[src/rtl/cluster_noc_map_ctrl.sv]
// Cluster NoC address-map controller: shadow map written over the config port,
// swapped into the active map after gating and draining outstanding AW/AR traffic.
//
// state | meaning
// IDLE  | config writes and commit requests accepted, blocks only on full counters
// DRAIN | new AW/AR gated, waiting for both outstanding counters to reach zero
// APPLY | shadow map copied into active map, done pulse issued next cycle
module cluster_noc_map_ctrl #(
  parameter int NumClusters    = 4,
  parameter int AddrWidth      = 32,
  parameter int MaxOutstanding = 8,
  localparam int CntWidth      = $clog2(MaxOutstanding + 1),
  localparam int IdxWidth      = (NumClusters > 1) ? $clog2(NumClusters) : 1
) (
  input  logic                             clk_i,
  input  logic                             rst_ni,
  input  logic                             cfg_valid_i,
  output logic                             cfg_ready_o,
  input  logic [IdxWidth-1:0]              cfg_idx_i,
  input  logic                             cfg_sel_end_i,
  input  logic [AddrWidth-1:0]             cfg_addr_i,
  input  logic                             commit_valid_i,
  output logic                             commit_ready_o,
  output logic                             commit_done_o,
  input  logic                             aw_hs_i,
  input  logic                             ar_hs_i,
  input  logic                             b_hs_i,
  input  logic                             r_last_hs_i,
  output logic                             aw_block_o,
  output logic                             ar_block_o,
  output logic [NumClusters*AddrWidth-1:0] cl_start_addr_o,
  output logic [NumClusters*AddrWidth-1:0] cl_end_addr_o,
  output logic [CntWidth-1:0]              wr_cnt_o,
  output logic [CntWidth-1:0]              rd_cnt_o,
  output logic                             err_o
);

  typedef enum logic [1:0] {IDLE, DRAIN, APPLY} state_e;

  localparam logic [CntWidth-1:0] CntMax   = CntWidth'(MaxOutstanding);
  localparam logic [IdxWidth:0]   NumClW   = (IdxWidth + 1)'(NumClusters);

  state_e               state;
  logic [AddrWidth-1:0] shadow_start [NumClusters];
  logic [AddrWidth-1:0] shadow_end   [NumClusters];
  logic [AddrWidth-1:0] active_start [NumClusters];
  logic [AddrWidth-1:0] active_end   [NumClusters];
  logic [CntWidth-1:0]  wr_cnt, rd_cnt, wr_nxt, rd_nxt;
  logic                 wr_err, rd_err;
  logic                 commit_done, err;
  logic                 cfg_hs, cfg_idx_ok;

  assign cfg_ready_o    = (state == IDLE);
  assign commit_ready_o = (state == IDLE);
  assign cfg_hs         = cfg_valid_i && cfg_ready_o;
  assign cfg_idx_ok     = {1'b0, cfg_idx_i} < NumClW;

  // Blocks come straight from registered state so an in-flight handshake is never cut.
  assign aw_block_o    = (state != IDLE) || (wr_cnt == CntMax);
  assign ar_block_o    = (state != IDLE) || (rd_cnt == CntMax);
  assign commit_done_o = commit_done;
  assign err_o         = err;
  assign wr_cnt_o      = wr_cnt;
  assign rd_cnt_o      = rd_cnt;

  for (genvar g = 0; g < NumClusters; g++) begin : g_pack
    assign cl_start_addr_o[g*AddrWidth +: AddrWidth] = active_start[g];
    assign cl_end_addr_o[g*AddrWidth +: AddrWidth]   = active_end[g];
  end

  // Simultaneous increment and decrement cancel; over/underflow saturates and flags.
  always_comb begin
    wr_nxt = wr_cnt;
    wr_err = 1'b0;
    if (aw_hs_i && !b_hs_i) begin
      if (wr_cnt == CntMax) wr_err = 1'b1;
      else                  wr_nxt = wr_cnt + CntWidth'(1);
    end else if (!aw_hs_i && b_hs_i) begin
      if (wr_cnt == '0) wr_err = 1'b1;
      else              wr_nxt = wr_cnt - CntWidth'(1);
    end
    rd_nxt = rd_cnt;
    rd_err = 1'b0;
    if (ar_hs_i && !r_last_hs_i) begin
      if (rd_cnt == CntMax) rd_err = 1'b1;
      else                  rd_nxt = rd_cnt + CntWidth'(1);
    end else if (!ar_hs_i && r_last_hs_i) begin
      if (rd_cnt == '0) rd_err = 1'b1;
      else              rd_nxt = rd_cnt - CntWidth'(1);
    end
  end

  always_ff @(posedge clk_i) begin
    if (!rst_ni) begin
      state       <= IDLE;
      wr_cnt      <= '0;
      rd_cnt      <= '0;
      commit_done <= 1'b0;
      err         <= 1'b0;
      for (int i = 0; i < NumClusters; i++) begin
        shadow_start[i] <= '0;
        shadow_end[i]   <= '0;
        active_start[i] <= '0;
        active_end[i]   <= '0;
      end
    end else begin
      wr_cnt      <= wr_nxt;
      rd_cnt      <= rd_nxt;
      commit_done <= 1'b0;
      if (wr_err || rd_err || (cfg_hs && !cfg_idx_ok)) err <= 1'b1;
      for (int i = 0; i < NumClusters; i++) begin
        if (cfg_hs && cfg_idx_i == IdxWidth'(i)) begin
          if (cfg_sel_end_i) shadow_end[i]   <= cfg_addr_i;
          else               shadow_start[i] <= cfg_addr_i;
        end
      end
      case (state)
        IDLE:  if (commit_valid_i) state <= DRAIN;
        DRAIN: if (wr_cnt == '0 && rd_cnt == '0) state <= APPLY;
        APPLY: begin
          for (int i = 0; i < NumClusters; i++) begin
            active_start[i] <= shadow_start[i];
            active_end[i]   <= shadow_end[i];
          end
          commit_done <= 1'b1;
          state       <= IDLE;
        end
        default: state <= IDLE;
      endcase
    end
  end

endmodule

[config.mk]
export PLATFORM = sky130hd
export DESIGN_NAME = cluster_noc_map_ctrl
export DESIGN_NICKNAME = d
export VERILOG_FILES = /design/src/rtl/cluster_noc_map_ctrl.sv
export SDC_FILE = /design/constraint.sdc
export NUM_CORES = 1
export LEC_CHECK = 0
export CAP_MARGIN = 30
export CORE_ASPECT_RATIO = 0.75
export CORE_UTILIZATION = 55
export CTS_BUF_LIST = sky130_fd_sc_hd__clkbuf_2 sky130_fd_sc_hd__clkbuf_4 sky130_fd_sc_hd__clkbuf_8
export CTS_CLUSTER_SIZE = 12
export DETAILED_ROUTE_END_ITERATION = 10
export PLACE_DENSITY_LB_ADDON = 0.12
export SKIP_CTS_REPAIR_TIMING = 1
export SLEW_MARGIN = 5
export SYNTH_ARGS = -nofsm -noshare
export SYNTH_HDL_FRONTEND = slang
export SYNTH_SLANG_ARGS = --single-unit
[constraint.sdc]
create_clock -name clk_i -period 27.9 [get_ports clk_i]
set_input_delay 6.975 -clock clk_i [delete_from_list [all_inputs] [get_ports clk_i]]
set_output_delay 6.975 -clock clk_i [all_outputs]
set_load 0.02 [all_outputs]
==> impl_metrics.yaml, run 1 <==
timing:
  worst_slew_pin_slew_ns: 0.976
  fin_crit_sh_pct: 34.8
  slew_headroom_pct: 34.7
  hold_viol: 0
  skew_ns: 0.0189
  rsz0062_at_grt: "no"
  slew_violations: 0
  post-route-min-period_ns: 9.72
  finalSetupViolations: 0
  fmax_mhz: 103
  tns_ns: 0
run_status:
  status: "finished clean"
setup_path:
  crit_arrival_ns: 10.19
  r2r_start: "state[0]"
  cp_common_cell: "buf_4"
  path_class: "in2reg"
  worst_path_largest_cell_delay_ns: 0.74
  reg2reg_depth: 4
  path_max_fanout: 127
  worstPathRequired_ns: 28.38
  slowest_stage: "buf_4"
  cp-end-kind: "register"
  crit_chain: "clkdlybuf4s50_1 > buf_4 > inv_1 > nor3_4 > buf_4 > buf_4 > buf_12 > and2_1"
  ff2ff_setup_slack_ns: 25.14
  cp-start-kind: "input pin"
  r2r-end: "shadow_start[2][2]"
route:
  final_antenna_net_count: 0
  firstDrtPassIters: 4
  drc_errors: 0
  drt_iter0_markers: 770
  vias: 10500
  wirelength_mm: 42.8
  via_per_inst: 5.08
  wl_per_cell_um: 20.7
clock_network:
  insertion_delay_ns: 0.61
  cts-root-buf: "clkbuf_8"
  cts_tree: "built"
  cts_sinks: 524
  cts_buffers: 79
  clk_pin_slew_worst_paths_ns: 0.06
  htree_levels: 3
  ctsLongestPathBuffers: 3
power_and_ir_drop:
  p_int_uw: 1350
  leakagePower_uw: 0.00928
  p_comb_share_pct: 13.6
  p_switching_uw: 448
  power.share.clock_pct: 33.2
  irDropWorstVdd_uv: 54.6
  powerDensity_nw_per_um2: 71.7
  switching_share_pct: 25.0
  p_seq_share_pct: 53.3
yosys:
  synth_top_cells_by_count: "and2_1 (512), edfxtp_1 (512), clkbuf_2 (27)"
  synthTopCellsByArea: "edfxtp_1 (78%), and2_1 (16%), dfxtp_1 (1.2%)"
  synth_top_area_share_pct: 77.7
  ys_warn_count: 0
  postSynthCellCount: 1199
  ys_types: 33
  synth.avg_cell_area_um2: 16.5
  yosys.area.top_type: "edfxtp_1"
  ys_seq_area_share_pct: 78.9
  synth_ff_type: "edfxtp_1"
  synth_nets: 1252
  syn_area_um2: 19800
  synth_edf_count: 512
  ys_async_sr_fraction_pct: 0
  ys_seq_elements: 524
floorplanning:
  row_count: 59
  ioPinCount: 313
  fp.dieH_um: 166
  fp.dieArea_um2: 36800
  core_area_um2: 35100
  start_util_pct: 56.4
  die-width_um: 221
placement:
  hpwl_mm: 25.9
  place.gp.congestion: 0.802
  port_buffers: 312
hold_path:
  worst_hold_path.num_cells: 1
  hold_start: "err_o"
  min_to: "err_o"
  hp-class: "reg2reg"
cells_and_area:
  area.growth.synth_to_final_pct: 26.6
  drive_gt1_share_pct: 9.73
  nNetsFinal: 1606
  fin_util_pct: 71.4
  num-fill-cells: 2312
global_route:
  grt_pass1_wl_mm: 63.5
  grt_max_degree: 128
  track_usage_pct: 23.6
  grt_pass1_vias: 10400
  antenna_found_initial: 3
  grt_overflow: 0
flow_run:
  drv_cap: 0
==> power groups by stage <==
stage / clock (µW) / sequential, µW / combinational, µW
6_report: 596 / 957 / 243
5_1_grt: 643 / 962 / 258
4_1_cts: 608 / 958 / 244
3_5_place_dp: 0 / 974 / 244
3_3_place_gp: 0 / 972 / 239
2_1_floorplan: 0 / 1040 / 74.2
==> cells by family after synthesis <==
logic type               share of synthesized area, %
AND/OR/NAND/NOR                                  17.7
adder cells (fa/ha/maj)                         0.708
AO/OA/AOI/OAI                                   0.898
flip-flops                                       78.9
buffers and inverters                            1.51
XOR/XNOR                                        0.266
==> per-stage QoR <==
stage / setup WS, ns / cells / total power, µW / hold WS (ns) / area [µm²]
floorplan: 8.36 / 1199 / 1120 / 0.492 / 19800
global placement: 17.52 / 1927 / 1210 / 0.468 / 23500
detailed placement: 17.54 / 1928 / 1220 / 0.472 / 23500
CTS: 18.19 / 2060 / 1810 / 0.484 / 25000
global route: 17.90 / 2062 / 1860 / 0.498 / 25000
finish: 18.18 / 2065 / 1800 / 0.482 / 25100
==> cells in the final DEF, fill, tap and decap left out, types with 6 or more instances in the layout <==
cell and instances:
a21oi_1 8, and2_1 512, buf_4 17, clkbuf_4 23, clkbuf_8 85, clkdlybuf4s50_1 312
clkinv_1 16, dfxtp_1 12, edfxtp_1 512, ha_1 8, inv_1 10, nand2_1 13
nor2_1 7, nor2_4 7, o21ai_4 7, xnor2_1 6
==> critical path, delay by kind of cell <==
| kind | cells | cell delay [ns] |
|---|---|---|
| buf+inv | 6 | 2.79 |
| simple gates | 2 | 0.34 |
==> metal layers <==
| layer | track usage (%) | share of wire, % | up-vias | wire length, µm |
|---|---|---|---|---|
| met2 | 37.9 | 48 | 355 | 20500 |
| li1 | - | - | 4909 | - |
| met1 | 30.2 | 42 | 5162 | 17900 |
| met5 | 0 | 0 | - | 0 |
| met3 | 7.59 | 7.6 | 64 | 3260 |
| met4 | 8.94 | 2.7 | 0 | 1160 |
==> sequential cells by signal, indices dropped and copies added, names as in the netlist <==
register       cells
state              2
active_start     128
rd_cnt_o           4
wr_cnt_o           4
err_o              1
shadow_end       128
shadow_start     128
commit_done_o      1
active_end       128
==> how the worst max path moves through the flow <==
stage | to | from | slack [ns] | depth (start not counted)
after floorplan | active_end[0][0] | state[1] | 8.36 | 2
after global placement | active_start[2][3] | rst_ni | 17.52 | 7
after detailed placement | active_end[1][12] | rst_ni | 17.54 | 8
after CTS | active_end[1][12] | rst_ni | 18.19 | 8
after global routing | active_start[0][8] | rst_ni | 17.90 | 8
final | active_start[3][8] | rst_ni | 18.18 | 8
==> final cells by class <==
type | count | area (µm²) | share of cell area (%)
repair buffers | 331 | 3300 | 13.2
inverters | 10 | 37.5 | 0.150
multi-input cells | 607 | 4040 | 16.1
flip-flops and latches | 524 | 15600 | 62.3
well taps | 457 | 572 | 2.28
diodes | 4 | 10.0 | 0.0400
clock buffers | 108 | 1340 | 5.36
clock inverters | 24 | 134 | 0.534
(Power assumes the default switching activity.)
==> inputs of run 2 (changes only) <==
--- a/config.mk
+++ b/config.mk
@@ -7,7 +7,7 @@
 export LEC_CHECK = 0
 export CAP_MARGIN = 30
 export CORE_ASPECT_RATIO = 0.75
-export CORE_UTILIZATION = 55
+export CORE_UTILIZATION = 50
 export CTS_BUF_LIST = sky130_fd_sc_hd__clkbuf_2 sky130_fd_sc_hd__clkbuf_4 sky130_fd_sc_hd__clkbuf_8
 export CTS_CLUSTER_SIZE = 12
 export DETAILED_ROUTE_END_ITERATION = 10
==> constraint.sdc (replaced) <==
create_clock -name clk_i -period 8.2 [get_ports clk_i]
set_input_delay 2.05 -clock clk_i [delete_from_list [all_inputs] [get_ports clk_i]]
set_output_delay 2.05 -clock clk_i [all_outputs]
set_load 0.02 [all_outputs]
==> impl_metrics.yaml, run 2 (synthesized netlist as in run 1, its figures left out) <==
clock_network:
  htree_levels: 3
  insertion_delay_ns: 0.62
  ctsLongestPathBuffers: 3
  cts-root-buf: "clkbuf_8"
  cts_tree: "built"
  clk_pin_slew_worst_paths_ns: 0.07
  cts_sinks: 524
  cts_buffers: 79
global_route:
  use_met1_pct: 28.7
  track_usage_pct: 22.1
  busiest_layer: "met2"
  use_met2_pct: 35.4
  grt_max_degree: 209
  grt_pass1_vias: 10500
  antenna_found_initial: 4
  grt_pass1_wl_mm: 64.5
  grt_overflow: 0
  met3_usage_pct: 7.09
timing:
  finalSetupViolations: 0
  hold_viol: 0
  fin_crit_sh_pct: 52.5
  post-route-min-period_ns: 4.30
  fmax_mhz: 232
  slew_violations: 0
  worst_slew_pin_slew_ns: 1.36
  slew_headroom_pct: 9.53
  skew_ns: 0.0230
  tns_ns: 0
  hold_slack_ns: 0.490
  rsz0062_at_grt: "no"
route:
  vias: 10500
  final_antenna_net_count: 0
  firstDrtPassIters: 5
  drt_iter0_markers: 691
  wl_per_cell_um: 20.6
  via_per_inst: 4.92
  drc_errors: 0
  wirelength_mm: 43.9
placement:
  hpwl_mm: 26.1
  place.gp.congestion: 0.805
  port_buffers: 312
setup_path:
  crit_buf_inv: 1
  cp_top_family: "buffers and inverters"
  slowest_stage: "clkdlybuf4s50_1"
  cp-end-kind: "output port"
  path_max_fanout: 6
  path_class: "reg2out"
  cp-start-kind: "register"
  worstPathRequired_ns: 6.15
  worst_path_largest_cell_delay_ns: 0.62
  crit_chain: "or3_1 > o21ai_0 > clkdlybuf4s50_1"
  crit_arrival_ns: 2.25
run_status:
  status: "finished clean"
floorplanning:
  fp.dieH_um: 174
  ioPinCount: 313
  core_area_um2: 38600
  row_count: 62
  fp.dieArea_um2: 40400
  die-width_um: 232
  start_util_pct: 51.2
hold_path:
  hp-class: "reg2reg"
power_and_ir_drop:
  switching_share_pct: 25.4
  p_int_uw: 4530
  p_switching_uw: 1540
  irDropWorstVdd_uv: 147
  leakagePower_uw: 0.00927
  p_seq_share_pct: 53.7
  power.share.clock_pct: 32.7
  powerDensity_nw_per_um2: 242
  p_comb_share_pct: 13.5
cells_and_area:
  nNetsFinal: 1606
  drive_gt1_share_pct: 9.30
  area.growth.synth_to_final_pct: 26.9
  final_cell_mix: "and2_1 (512), edfxtp_1 (512), clkdlybuf4s50_1 (312)"
  num-fill-cells: 2790
flow_run:
  drv_cap: 0
[run 2: cell types whose count changed in the layout (fill, tap and decap cells not counted), sizes merged]
cell,previous run,this run
clkinv,20,39
clkbuf,108,98
diode,4,1
inv,11,12
clkinvlp,2,1
[run 2: power by group through the flow]
stage	Clock, µW	Combinational (µW)	Sequential [µW]
3_3_place_gp	0	813	3320
6_report	1990	821	3260
3_5_place_dp	0	827	3320
2_1_floorplan	0	253	3490
4_1_cts	2040	831	3270
5_1_grt	2140	870	3280
[run 2: path summary, 6_finish.rpt]
kind / slack, ns / cells past startpoint / end / from
max: 3.90 / 3 / ar_block_o / rd_cnt_o[0]
min: 0.49 / 1 / err_o / err_o
max reg2reg: 5.59 / 4 / shadow_end[0][0] / state[0]
min reg2reg: 0.49 / 1 / err_o / err_o
[run 2: area by class of cell]
type | instances | area [µm²] | share of cell area [%]
antenna | 1 | 2.50 | 0.00996
clock buffer | 98 | 1240 | 4.95
clock inverter | 43 | 211 | 0.842
inverter | 10 | 37.5 | 0.149
multi-input combinational | 607 | 4040 | 16.1
sequential | 524 | 15600 | 62.2
tap | 512 | 641 | 2.55
timing repair buffer | 331 | 3330 | 13.2
[run 2: metrics by stage]
stage | setup slack (ns) | utilization, % | area (µm²) | cells | power [µW]
after global placement | 3.34 | 61.0 | 23600 | 1980 | 4130
after CTS | 3.84 | 64.9 | 25100 | 2124 | 6140
after global routing | 3.72 | 65.0 | 25100 | 2125 | 6300
after floorplan | 0.531 | - | 19800 | 1199 | 3740
final | 3.90 | 65.0 | 25100 | 2126 | 6070
after detailed placement | 3.29 | 61.2 | 23600 | 1983 | 4150
[run 2: worst register-to-register path: cells and delay by family (launching register included)]
kind	cells	cell delay, ns
AO/OA/AOI/OAI	1	0.72
AND/OR/NAND/NOR	2	0.68
flip-flops	1	0.42
buffers and inverters	1	0.44
[run 2: per-layer routing]
metal,vias up,wire length [µm]
met5,-,0
met3,70,3410
met4,0,1030
met1,5173,18300
li1,4917,-
met2,309,21200
==> inputs of run 3 (changes only) <==
--- a/config.mk
+++ b/config.mk
@@ -7,7 +7,7 @@
 export LEC_CHECK = 0
 export CAP_MARGIN = 30
 export CORE_ASPECT_RATIO = 0.75
-export CORE_UTILIZATION = 50
+export CORE_UTILIZATION = 55
 export CTS_BUF_LIST = sky130_fd_sc_hd__clkbuf_2 sky130_fd_sc_hd__clkbuf_4 sky130_fd_sc_hd__clkbuf_8
 export CTS_CLUSTER_SIZE = 12
 export DETAILED_ROUTE_END_ITERATION = 10
==> constraint.sdc (replaced) <==
create_clock -name clk_i -period 4.41 [get_ports clk_i]
set_input_delay 1.1025 -clock clk_i [delete_from_list [all_inputs] [get_ports clk_i]]
set_output_delay 1.1025 -clock clk_i [all_outputs]
set_load 0.02 [all_outputs]
==> impl_metrics.yaml, run 3 (synthesized netlist as in run 1, its figures left out) <==
setup_path:
  worstPathRequired_ns: 3.31
  cp-start-kind: "register"
  worst_path_largest_cell_delay_ns: 0.64
  path_max_fanout: 6
  reg2reg_depth: 4
  crit_arrival_ns: 2.28
  path_class: "reg2out"
  slowest_stage: "clkdlybuf4s50_1"
  cp-end-kind: "output port"
  crit_chain: "or3_1 > o21ai_0 > clkdlybuf4s50_1"
clock_network:
  cts-root-buf: "clkbuf_8"
  insertion_delay_ns: 0.61
  ctsLongestPathBuffers: 3
  cts_buffers: 77
  cts_sinks: 524
  htree_levels: 3
  clk_pin_slew_worst_paths_ns: 0.06
  cts_tree: "built"
global_route:
  grt_max_degree: 132
  met3_usage_pct: 7.17
  grt_pass1_vias: 10800
  track_usage_pct: 24.7
  grt_overflow: 0
  busiest_layer: "met2"
  grt_pass1_wl_mm: 66.6
  use_met2_pct: 38.8
  use_met1_pct: 32.8
  antenna_found_initial: 1
hold_path:
  worst_hold_path.num_cells: 1
  hp-class: "reg2reg"
timing:
  finalSetupViolations: 0
  rsz0062_at_grt: "no"
  hold_viol: 0
  slew_violations: 0
  fin_crit_sh_pct: 76.8
  slew_headroom_pct: 35.6
  fmax_mhz: 295
  hold_slack_ns: 0.494
  skew_ns: 0.0160
  post-route-min-period_ns: 3.39
  worst_slew_pin_slew_ns: 0.964
  tns_ns: 0
cells_and_area:
  final_cell_mix: "and2_1 (512), edfxtp_1 (512), clkdlybuf4s50_1 (312)"
  drive_gt1_share_pct: 10.2
  nNetsFinal: 1610
  area.growth.synth_to_final_pct: 26.8
  final_area_um2: 25100
route:
  drt_iter0_markers: 945
  drc_errors: 0
  via_per_inst: 5.15
  firstDrtPassIters: 5
  final_antenna_net_count: 0
  wl_per_cell_um: 21.6
  wirelength_mm: 44.7
  vias: 10700
floorplanning:
  die-width_um: 221
  fp.dieH_um: 166
  row_count: 59
  ioPinCount: 313
  start_util_pct: 56.4
  core_area_um2: 35100
  fp.dieArea_um2: 36800
power_and_ir_drop:
  irDropWorstVdd_uv: 288
  powerDensity_nw_per_um2: 451
  leakagePower_uw: 0.00930
placement:
  place.gp.congestion: 0.844
  hpwl_mm: 27.0
  port_buffers: 312
  placed_cell_area_um2: 23700
flow_run:
  drv_cap: 0
run_status:
  status: "finished clean"
run 3: final timing paths:
kind	startpoint	to	slack, ns
setup reg to reg	state[0]	shadow_start[2][26]	2.01
hold reg to reg	state[1]	state[0]	0.49
setup / recovery	rd_cnt_o[0]	ar_block_o	1.02
hold / removal	state[1]	state[0]	0.49
run 3: through the flow:
step                      util (%)  setup WS [ns]  total power, µW  instances
after floorplan                  -         -0.590             6930       1199
after global placement        67.5          0.930             7690       1935
after detailed placement      67.5          0.830             7730       1935
after CTS                     71.6           1.02            11400       2072
after global routing          71.6          0.919            11700       2073
final                         71.6           1.02            11300       2073
run 3: layout make-up:
| cell class | count | area (µm²) |
|---|---|---|
| diodes | 1 | 2.50 |
| clock buffers | 103 | 1280 |
| clock inverters | 34 | 154 |
| fillers | 2232 | 9970 |
| inverters | 10 | 40.0 |
| multi-input cells | 607 | 4040 |
| flip-flops and latches | 524 | 15600 |
| well taps | 457 | 572 |
| repair buffers | 337 | 3390 |
run 3: where the power goes:
part	internal [µW]	total [µW]	switching [µW]
combinational	635	1550	919
clock	1890	3690	1800
sequential	5890	6070	184
total	8410	11300	2900
run 3: routing by layer:
layer	wire length, µm	share of wire (%)	vias up
met3	3570	8.0	83
met2	21000	47	382
met4	1470	3.3	0
met1	18700	42	5295
li1	-	-	4915
met5	0	0	-
run 3: worst max-delay path: cells and delay by family (launching register included):
kind	cells	cell delay, ns
AND/OR/NAND/NOR	1	0.46
AO/OA/AOI/OAI	1	0.21
flip-flops	1	0.38
buffers and inverters	1	0.64
